<file path="src/rtl/gng_noise_scaler_if.sv">
// Sample-stream bundle for gng_noise_scaler: raw GNG samples in, scaled noise out.
// The slave modport is the scaler's view; the master modport is the producer/consumer side.
interface gng_noise_scaler_if #(
    parameter int unsigned N_CH      = 2,
    parameter int unsigned NBT_GNG   = 16,
    parameter int unsigned NBT_NOISE = 8,
    parameter int unsigned NBT_FRES  = 24
);
    logic                       i_valid;
    logic [N_CH*NBT_GNG-1:0]    i_gng;
    logic                       o_valid;
    logic [N_CH*NBT_NOISE-1:0]  o_noise;
    logic [N_CH*NBT_FRES-1:0]   o_noise_fres;

    modport master (
        output i_valid,
        output i_gng,
        input  o_valid,
        input  o_noise,
        input  o_noise_fres
    );

    modport slave (
        input  i_valid,
        input  i_gng,
        output o_valid,
        output o_noise,
        output o_noise_fres
    );
endinterface

</file>
<file path="src/rtl/gng_noise_scaler.sv">
// Two-stage multi-channel Gaussian noise scaler: multiply by a double-buffered sigma,
// then round half-up and saturate, counting beats in which any channel clamped.
module gng_noise_scaler #(
    parameter int unsigned N_CH      = 2,
    parameter int unsigned NBT_GNG   = 16,
    parameter int unsigned NBF_GNG   = 11,
    parameter int unsigned NBT_SIGMA = 8,
    parameter int unsigned NBF_SIGMA = 7,
    parameter int unsigned NBT_NOISE = 8,
    parameter int unsigned NBF_NOISE = 7,
    parameter int unsigned NB_CNT    = 16
) (
    input  logic                 i_clock,
    input  logic                 i_reset,
    gng_noise_scaler_if.slave    bus_if,
    input  logic [NBT_SIGMA-1:0] i_sigma,
    input  logic                 i_sigma_load,
    input  logic                 i_clr_cnt,
    output logic [NBT_SIGMA-1:0] o_sigma_active,
    output logic                 o_sigma_pending,
    output logic [NB_CNT-1:0]    o_sat_cnt
);
    localparam int unsigned NBT_FRES = NBT_GNG + NBT_SIGMA;
    localparam int unsigned NBF_FRES = NBF_GNG + NBF_SIGMA;
    localparam int unsigned SH       = NBF_FRES - NBF_NOISE;

    localparam logic [NBT_NOISE-1:0] NOISE_MAX = {1'b0, {(NBT_NOISE-1){1'b1}}};
    localparam logic [NBT_NOISE-1:0] NOISE_MIN = {1'b1, {(NBT_NOISE-1){1'b0}}};
    localparam logic signed [NBT_FRES:0] RMAX =
        $signed({{(NBT_FRES+1-NBT_NOISE){1'b0}}, NOISE_MAX});
    localparam logic signed [NBT_FRES:0] RMIN =
        $signed({{(NBT_FRES+1-NBT_NOISE){1'b1}}, NOISE_MIN});
    localparam logic signed [NBT_FRES:0] RND = (NBT_FRES+1)'(1) << (SH-1);

    logic [NBT_SIGMA-1:0]           shadow_q, shadow_d;
    logic [NBT_SIGMA-1:0]           active_q, active_d;
    logic                           pending_q, pending_d;
    logic                           v1_q, v1_d;
    logic signed [NBT_FRES-1:0]     p_q [N_CH];
    logic signed [NBT_FRES-1:0]     p_d [N_CH];
    logic                           valid_q, valid_d;
    logic [N_CH*NBT_NOISE-1:0]      noise_q, noise_d;
    logic [N_CH*NBT_FRES-1:0]       fres_q, fres_d;
    logic [NB_CNT-1:0]              cnt_q, cnt_d;
    logic                           sat_any;

    // Apply only on a gap cycle so a burst never sees two sigmas; a concurrent
    // load lands in the shadow after the old shadow has moved to active.
    always_comb begin
        shadow_d  = shadow_q;
        active_d  = active_q;
        pending_d = pending_q;
        if (pending_q && !bus_if.i_valid) begin
            active_d  = shadow_q;
            pending_d = 1'b0;
        end
        if (i_sigma_load) begin
            shadow_d  = i_sigma;
            pending_d = 1'b1;
        end
    end

    always_comb begin
        v1_d = bus_if.i_valid;
        for (int k = 0; k < N_CH; k++) begin
            p_d[k] = $signed({{NBT_SIGMA{bus_if.i_gng[k*NBT_GNG+NBT_GNG-1]}},
                              bus_if.i_gng[k*NBT_GNG +: NBT_GNG]})
                   * $signed({{NBT_GNG{active_q[NBT_SIGMA-1]}}, active_q});
        end
    end

    always_comb begin
        logic signed [NBT_FRES:0] rnd;
        rnd     = '0;
        noise_d = '0;
        fres_d  = '0;
        sat_any = 1'b0;
        valid_d = v1_q;
        for (int k = 0; k < N_CH; k++) begin
            // One extra bit so adding the half-LSB can never wrap.
            rnd = ($signed({p_q[k][NBT_FRES-1], p_q[k]}) + RND) >>> SH;
            fres_d[k*NBT_FRES +: NBT_FRES] = p_q[k];
            if (rnd > RMAX) begin
                noise_d[k*NBT_NOISE +: NBT_NOISE] = NOISE_MAX;
                sat_any = 1'b1;
            end else if (rnd < RMIN) begin
                noise_d[k*NBT_NOISE +: NBT_NOISE] = NOISE_MIN;
                sat_any = 1'b1;
            end else begin
                noise_d[k*NBT_NOISE +: NBT_NOISE] = rnd[NBT_NOISE-1:0];
            end
        end
    end

    always_comb begin
        cnt_d = cnt_q;
        if (i_clr_cnt) begin
            cnt_d = '0;
        end else if (v1_q && sat_any && (cnt_q != {NB_CNT{1'b1}})) begin
            cnt_d = cnt_q + NB_CNT'(1);
        end
    end

    always_ff @(posedge i_clock) begin
        if (i_reset) begin
            shadow_q  <= '0;
            active_q  <= '0;
            pending_q <= 1'b0;
            v1_q      <= 1'b0;
            for (int k = 0; k < N_CH; k++) begin
                p_q[k] <= '0;
            end
            valid_q   <= 1'b0;
            noise_q   <= '0;
            fres_q    <= '0;
            cnt_q     <= '0;
        end else begin
            shadow_q  <= shadow_d;
            active_q  <= active_d;
            pending_q <= pending_d;
            v1_q      <= v1_d;
            for (int k = 0; k < N_CH; k++) begin
                p_q[k] <= p_d[k];
            end
            valid_q   <= valid_d;
            noise_q   <= noise_d;
            fres_q    <= fres_d;
            cnt_q     <= cnt_d;
        end
    end

    assign bus_if.o_valid      = valid_q;
    assign bus_if.o_noise      = noise_q;
    assign bus_if.o_noise_fres = fres_q;
    assign o_sigma_active      = active_q;
    assign o_sigma_pending     = pending_q;
    assign o_sat_cnt           = cnt_q;
endmodule

</file>
<file path="src/flat_wrapper.sv">
// flat-port wrapper written by rule: the top's interface ports become plain ports
module gng_noise_scaler_flat 
#(
    parameter int unsigned N_CH      = 2,
    parameter int unsigned NBT_GNG   = 16,
    parameter int unsigned NBF_GNG   = 11,
    parameter int unsigned NBT_SIGMA = 8,
    parameter int unsigned NBF_SIGMA = 7,
    parameter int unsigned NBT_NOISE = 8,
    parameter int unsigned NBF_NOISE = 7,
    parameter int unsigned NB_CNT    = 16
)
  (i_clock, i_reset, i_sigma, i_sigma_load, i_clr_cnt, o_sigma_active, o_sigma_pending, o_sat_cnt, bus_if_i_valid, bus_if_i_gng, bus_if_o_valid, bus_if_o_noise, bus_if_o_noise_fres);
  gng_noise_scaler_if #(.N_CH(N_CH), .NBT_GNG(NBT_GNG), .NBT_NOISE(NBT_NOISE), .NBT_FRES((24))) bus_if_i ();
  input  logic i_clock;
  input  logic i_reset;
  input  logic [NBT_SIGMA-1:0] i_sigma;
  input  logic i_sigma_load;
  input  logic i_clr_cnt;
  output logic [NBT_SIGMA-1:0] o_sigma_active;
  output logic o_sigma_pending;
  output logic [NB_CNT-1:0] o_sat_cnt;
  input wire logic [$bits(bus_if_i.i_valid)-1:0] bus_if_i_valid;
  input wire logic [$bits(bus_if_i.i_gng)-1:0] bus_if_i_gng;
  output wire logic [$bits(bus_if_i.o_valid)-1:0] bus_if_o_valid;
  output wire logic [$bits(bus_if_i.o_noise)-1:0] bus_if_o_noise;
  output wire logic [$bits(bus_if_i.o_noise_fres)-1:0] bus_if_o_noise_fres;
  assign bus_if_i.i_valid = bus_if_i_valid;
  assign bus_if_i.i_gng = bus_if_i_gng;
  assign bus_if_o_valid = bus_if_i.o_valid;
  assign bus_if_o_noise = bus_if_i.o_noise;
  assign bus_if_o_noise_fres = bus_if_i.o_noise_fres;
  gng_noise_scaler #(.N_CH(N_CH), .NBT_GNG(NBT_GNG), .NBF_GNG(NBF_GNG), .NBT_SIGMA(NBT_SIGMA), .NBF_SIGMA(NBF_SIGMA), .NBT_NOISE(NBT_NOISE), .NBF_NOISE(NBF_NOISE), .NB_CNT(NB_CNT)) u_core (.i_clock(i_clock), .i_reset(i_reset), .bus_if(bus_if_i), .i_sigma(i_sigma), .i_sigma_load(i_sigma_load), .i_clr_cnt(i_clr_cnt), .o_sigma_active(o_sigma_active), .o_sigma_pending(o_sigma_pending), .o_sat_cnt(o_sat_cnt));
endmodule
</file>
<file path="config.mk">
export PLATFORM = sky130hd
export DESIGN_NAME = gng_noise_scaler_flat
export DESIGN_NICKNAME = d
export VERILOG_FILES = /design/src/rtl/gng_noise_scaler_if.sv /design/src/rtl/gng_noise_scaler.sv /design/src/flat_wrapper.sv
export SDC_FILE = /design/constraint.sdc
export NUM_CORES = 1
export LEC_CHECK = 0
export ABC_CLOCK_PERIOD_IN_PS = 16300
export CAP_MARGIN = 0
export CORE_UTILIZATION = 61
export CTS_CLUSTER_DIAMETER = 80
export DETAILED_ROUTE_END_ITERATION = 10
export PLACE_DENSITY_LB_ADDON = 0.25
export SLEW_MARGIN = 20
export SYNTH_ARGS = -nofsm -noshare
export SYNTH_HDL_FRONTEND = slang
export SYNTH_SLANG_ARGS = --single-unit
export TNS_END_PERCENT = 1
</file>
<file path="constraint.sdc">
create_clock -name i_clock -period 16.3 [get_ports i_clock]
set_clock_uncertainty 0.1 [all_clocks]
set_input_delay 3.26 -clock i_clock [delete_from_list [all_inputs] [get_ports i_clock]]
set_output_delay 3.26 -clock i_clock [all_outputs]
set_load 0.01 [all_outputs]
</file>
==> flow_metrics.env <==
export IMPL_status="complete, no violations"
export IMPL_io_buffers=134
export IMPL_fmax_mhz=121
export IMPL_dr_pass1_iters=5
export IMPL_rsz0062_at_grt="no"
export IMPL_finalWirelength_mm=29.1
export IMPL_async_flop_share_pct=0
export IMPL_cts_buffers=17
export IMPL_setup_viol=0
export IMPL_max_slew_margin_rel_pct=45.6
export IMPL_route_vias_total=10755
export IMPL_r2r_cells=18
export IMPL_p_leak_nw=7.65
export IMPL_cts_root_buf="clkbuf_16"
export IMPL_ios=135
export IMPL_drive_above_1_share_pct=3.62
export IMPL_crit_fanout=8
export IMPL_via_per_inst=5.45
export IMPL_startpoint="bus_if_i_gng[20]"
export IMPL_timing_rr_end="u_core.p_q[0][18]"
export IMPL_period_share_pct=50.6
export IMPL_critPathArrivalTime_ns=8.44
export IMPL_cts_clk_slew_worst_paths_ns=0.07
export IMPL_grt_start_max_net_pins=71
export IMPL_worstSetupEndpoint="u_core.p_q[0][43]"
export IMPL_die_w_um=155
export IMPL_synth_cells=1564
export IMPL_detailedPlace_worstSlack_ns=7.78
export IMPL_core_area_mm2=0.0227
export IMPL_drv_slew=0
export IMPL_min_path_cells=1
export IMPL_antenna_cells=0
export IMPL_ff2ff_setup_slack_ns=10.60
export IMPL_avgRoutedWirePerCell_um=14.7
export IMPL_drc=0
export IMPL_postCtsSetupBuffers=0
export IMPL_cp_start_kind="input port"
export IMPL_grt_pass1_wl_mm=50.3
export IMPL_finalHoldViolCount=0
export IMPL_dieArea_mm2=0.0239
export IMPL_gp_congestion=0.845
export IMPL_first_global_vias=10649
export IMPL_crit_required_ns=16.50
export IMPL_grt_usage_pct=26.1
export IMPL_htreeDepth=4
export IMPL_insertion_delay_ns=0.43
export IMPL_min_period_ns=8.24
export IMPL_synthFlopType="dfxtp_1"
export IMPL_synth_cell_types=64
export IMPL_ant_nets=0
export IMPL_avgSynthCellArea_um2=9.09
export IMPL_overflow=0
export IMPL_syn_nets=1908
export IMPL_chipHeight_um=155
export IMPL_p_per_area_mw_per_mm2=56.6
export IMPL_utilization_pct=71.9
export IMPL_irDropWorstVdd_v=0.0000639
export IMPL_critPathKind="in2reg"
export IMPL_tns_ns=0
export IMPL_cts_tree="done"
export IMPL_cts_buffer_depth=2
export IMPL_antenna_found_initial=0
export IMPL_ys_seq_area_share_pct=20.7
export IMPL_dr_first_iter_drc_count=581
export IMPL_r2r_start="u_core.o_sigma_active[4]"
export IMPL_ctsHoldBuffers=0
export IMPL_rows=55
export IMPL_hold_path_class="reg2reg"
export IMPL_end_kind="flip-flop"
export IMPL_synth_edf_count=0
export IMPL_syn_area_mm2=0.0142
export IMPL_cap_violations=0
export IMPL_synth_seq_cells=147
export IMPL_cts_resized=0
export IMPL_area_growth_pct=15.0
export IMPL_worst_pin_slew_ns=0.805
export IMPL_cts_sinks=147
export IMPL_dp_hpwl_mm=22.3
export IMPL_start_util_pct=62.6
export IMPL_ys_warnings_count=0
export IMPL_finalNetCount=2018
export IMPL_fin_ws_ns=8.06
-- cell usage in the layout (no fill, tap or decap), types with 16 or more instances in the layout --
cell	count
a21oi_1	37
and2_1	168
and3_1	17
clkbuf_16	17
clkdlybuf4s50_1	133
dfxtp_1	142
fa_1	206
ha_1	93
inv_1	291
mux2i_1	18
nand2_1	100
nand2b_1	19
nand3_1	28
nor2_1	97
nor2b_1	69
nor3_1	19
o21ai_0	24
xnor2_1	39
xor2_1	16
-- worst min path at each step --
stage / to / start
final: u_core.bus_if.o_noise_fres[25] / u_core.p_q[0][25]
after global routing: u_core.bus_if.o_noise_fres[26] / u_core.p_q[0][26]
after CTS: u_core.bus_if.o_noise_fres[7] / u_core.p_q[0][7]
after detailed placement: u_core.bus_if.o_noise_fres[7] / u_core.p_q[0][7]
after global placement: u_core.bus_if.o_noise_fres[27] / u_core.p_q[0][27]
after floorplan: u_core.bus_if.o_noise_fres[0] / u_core.p_q[0][0]
-- cells in the mapped netlist, drive strengths merged, types with 6 or more instances --
library cell | count | area share, %
and4 | 7 | 0.43
buf | 7 | 0.31
nor2 | 97 | 2.6
o21ai | 29 | 1.2
a211oi | 13 | 0.81
a21oi | 37 | 1.3
nand2 | 100 | 2.6
o21a | 9 | 0.48
nor3 | 19 | 0.67
nor2b | 69 | 3.0
a31oi | 6 | 0.26
nand4 | 10 | 0.44
nand3 | 28 | 0.99
fa | 206 | 29
a21o | 10 | 0.53
mux2i | 18 | 1.3
and3 | 17 | 0.75
ha | 93 | 8.2
inv | 292 | 7.7
clkbuf | 41 | 1.1
xor2 | 16 | 0.99
and2 | 168 | 7.4
xnor2 | 39 | 2.4
dfxtp | 147 | 21
nand2b | 19 | 0.84
-- registers in the layout (all words and copies together), names as in the netlist --
signal,count
u_core.bus_if.o_noise,16
u_core.bus_if.o_noise_fres,48
u_core.bus_if.o_valid,1
u_core.o_sat_cnt,16
u_core.o_sigma_active,8
u_core.o_sigma_pending,1
u_core.p_q,48
u_core.shadow_q,8
u_core.v1_q,1
-- where the power goes --
| part | leakage [nW] | switching, mW | internal, mW | total [mW] |
|---|---|---|---|---|
| combinational | 6.18 | 0.0810 | 0.0662 | 0.147 |
| sequential | 1.19 | 0.0122 | 0.375 | 0.388 |
| clock | 0.276 | 0.162 | 0.228 | 0.390 |
-- per-layer routing --
metal / routed length [um] / up-vias / track usage [%]
met2: 14400 / 314 / 43.4
met3: 1470 / 24 / 3.98
li1: - / 5075 / -
met5: 0 / - / 0
met4: 455 / 0 / 7.07
met1: 12700 / 5342 / 35.6
-- area by class of cell --
class	instances	area, um^2
multi-input combinational	1077	9970
fill	1704	6370
sequential	147	2950
timing repair buffer	139	1380
inverter	292	1100
clock buffer	19	433
tap	285	357
clock inverter	13	151
-- worst max-delay path: stages --
cell and delay, ns:
clkdlybuf4s50_1 0.59, and2_1 0.28, fa_1 0.54, inv_1 0.05, fa_1 0.51, fa_1 0.54
fa_1 0.54, inv_1 0.04, ha_1 0.33, o21a_1 0.20, o21ai_0 0.14, nand2b_1 0.11
a31oi_1 0.30, o21ai_1 0.22, a311oi_1 0.51, o2111ai_1 0.15, o311ai_0 0.14
-- kinds of logic after synthesis --
| logic type | after synthesis | share of synthesized area (%) |
|---|---|---|
| AOI/OAI and AO/OA | 142 | 6.91 |
| xor gates and xnor gates | 55 | 3.39 |
| adders and majority gates | 299 | 37.2 |
| buffers and inverters | 340 | 9.10 |
| DFF | 147 | 20.7 |
| muxes | 20 | 1.43 |
| and+or+nand+nor | 561 | 21.3 |
-- through the flow --
stage | hold slack, ns | power, mW | cells | area [um^2]
6_report | 0.335 | 0.925 | 1972 | 16300
5_1_grt | 0.351 | 0.969 | 1972 | 16300
4_1_cts | 0.337 | 0.933 | 1972 | 16300
3_5_place_dp | 0.322 | 0.542 | 1940 | 15700
3_3_place_gp | 0.315 | 0.537 | 1940 | 15700
2_1_floorplan | 0.314 | 0.482 | 1564 | 14200
No activity file was read; power rests on OpenSTA's default activity.
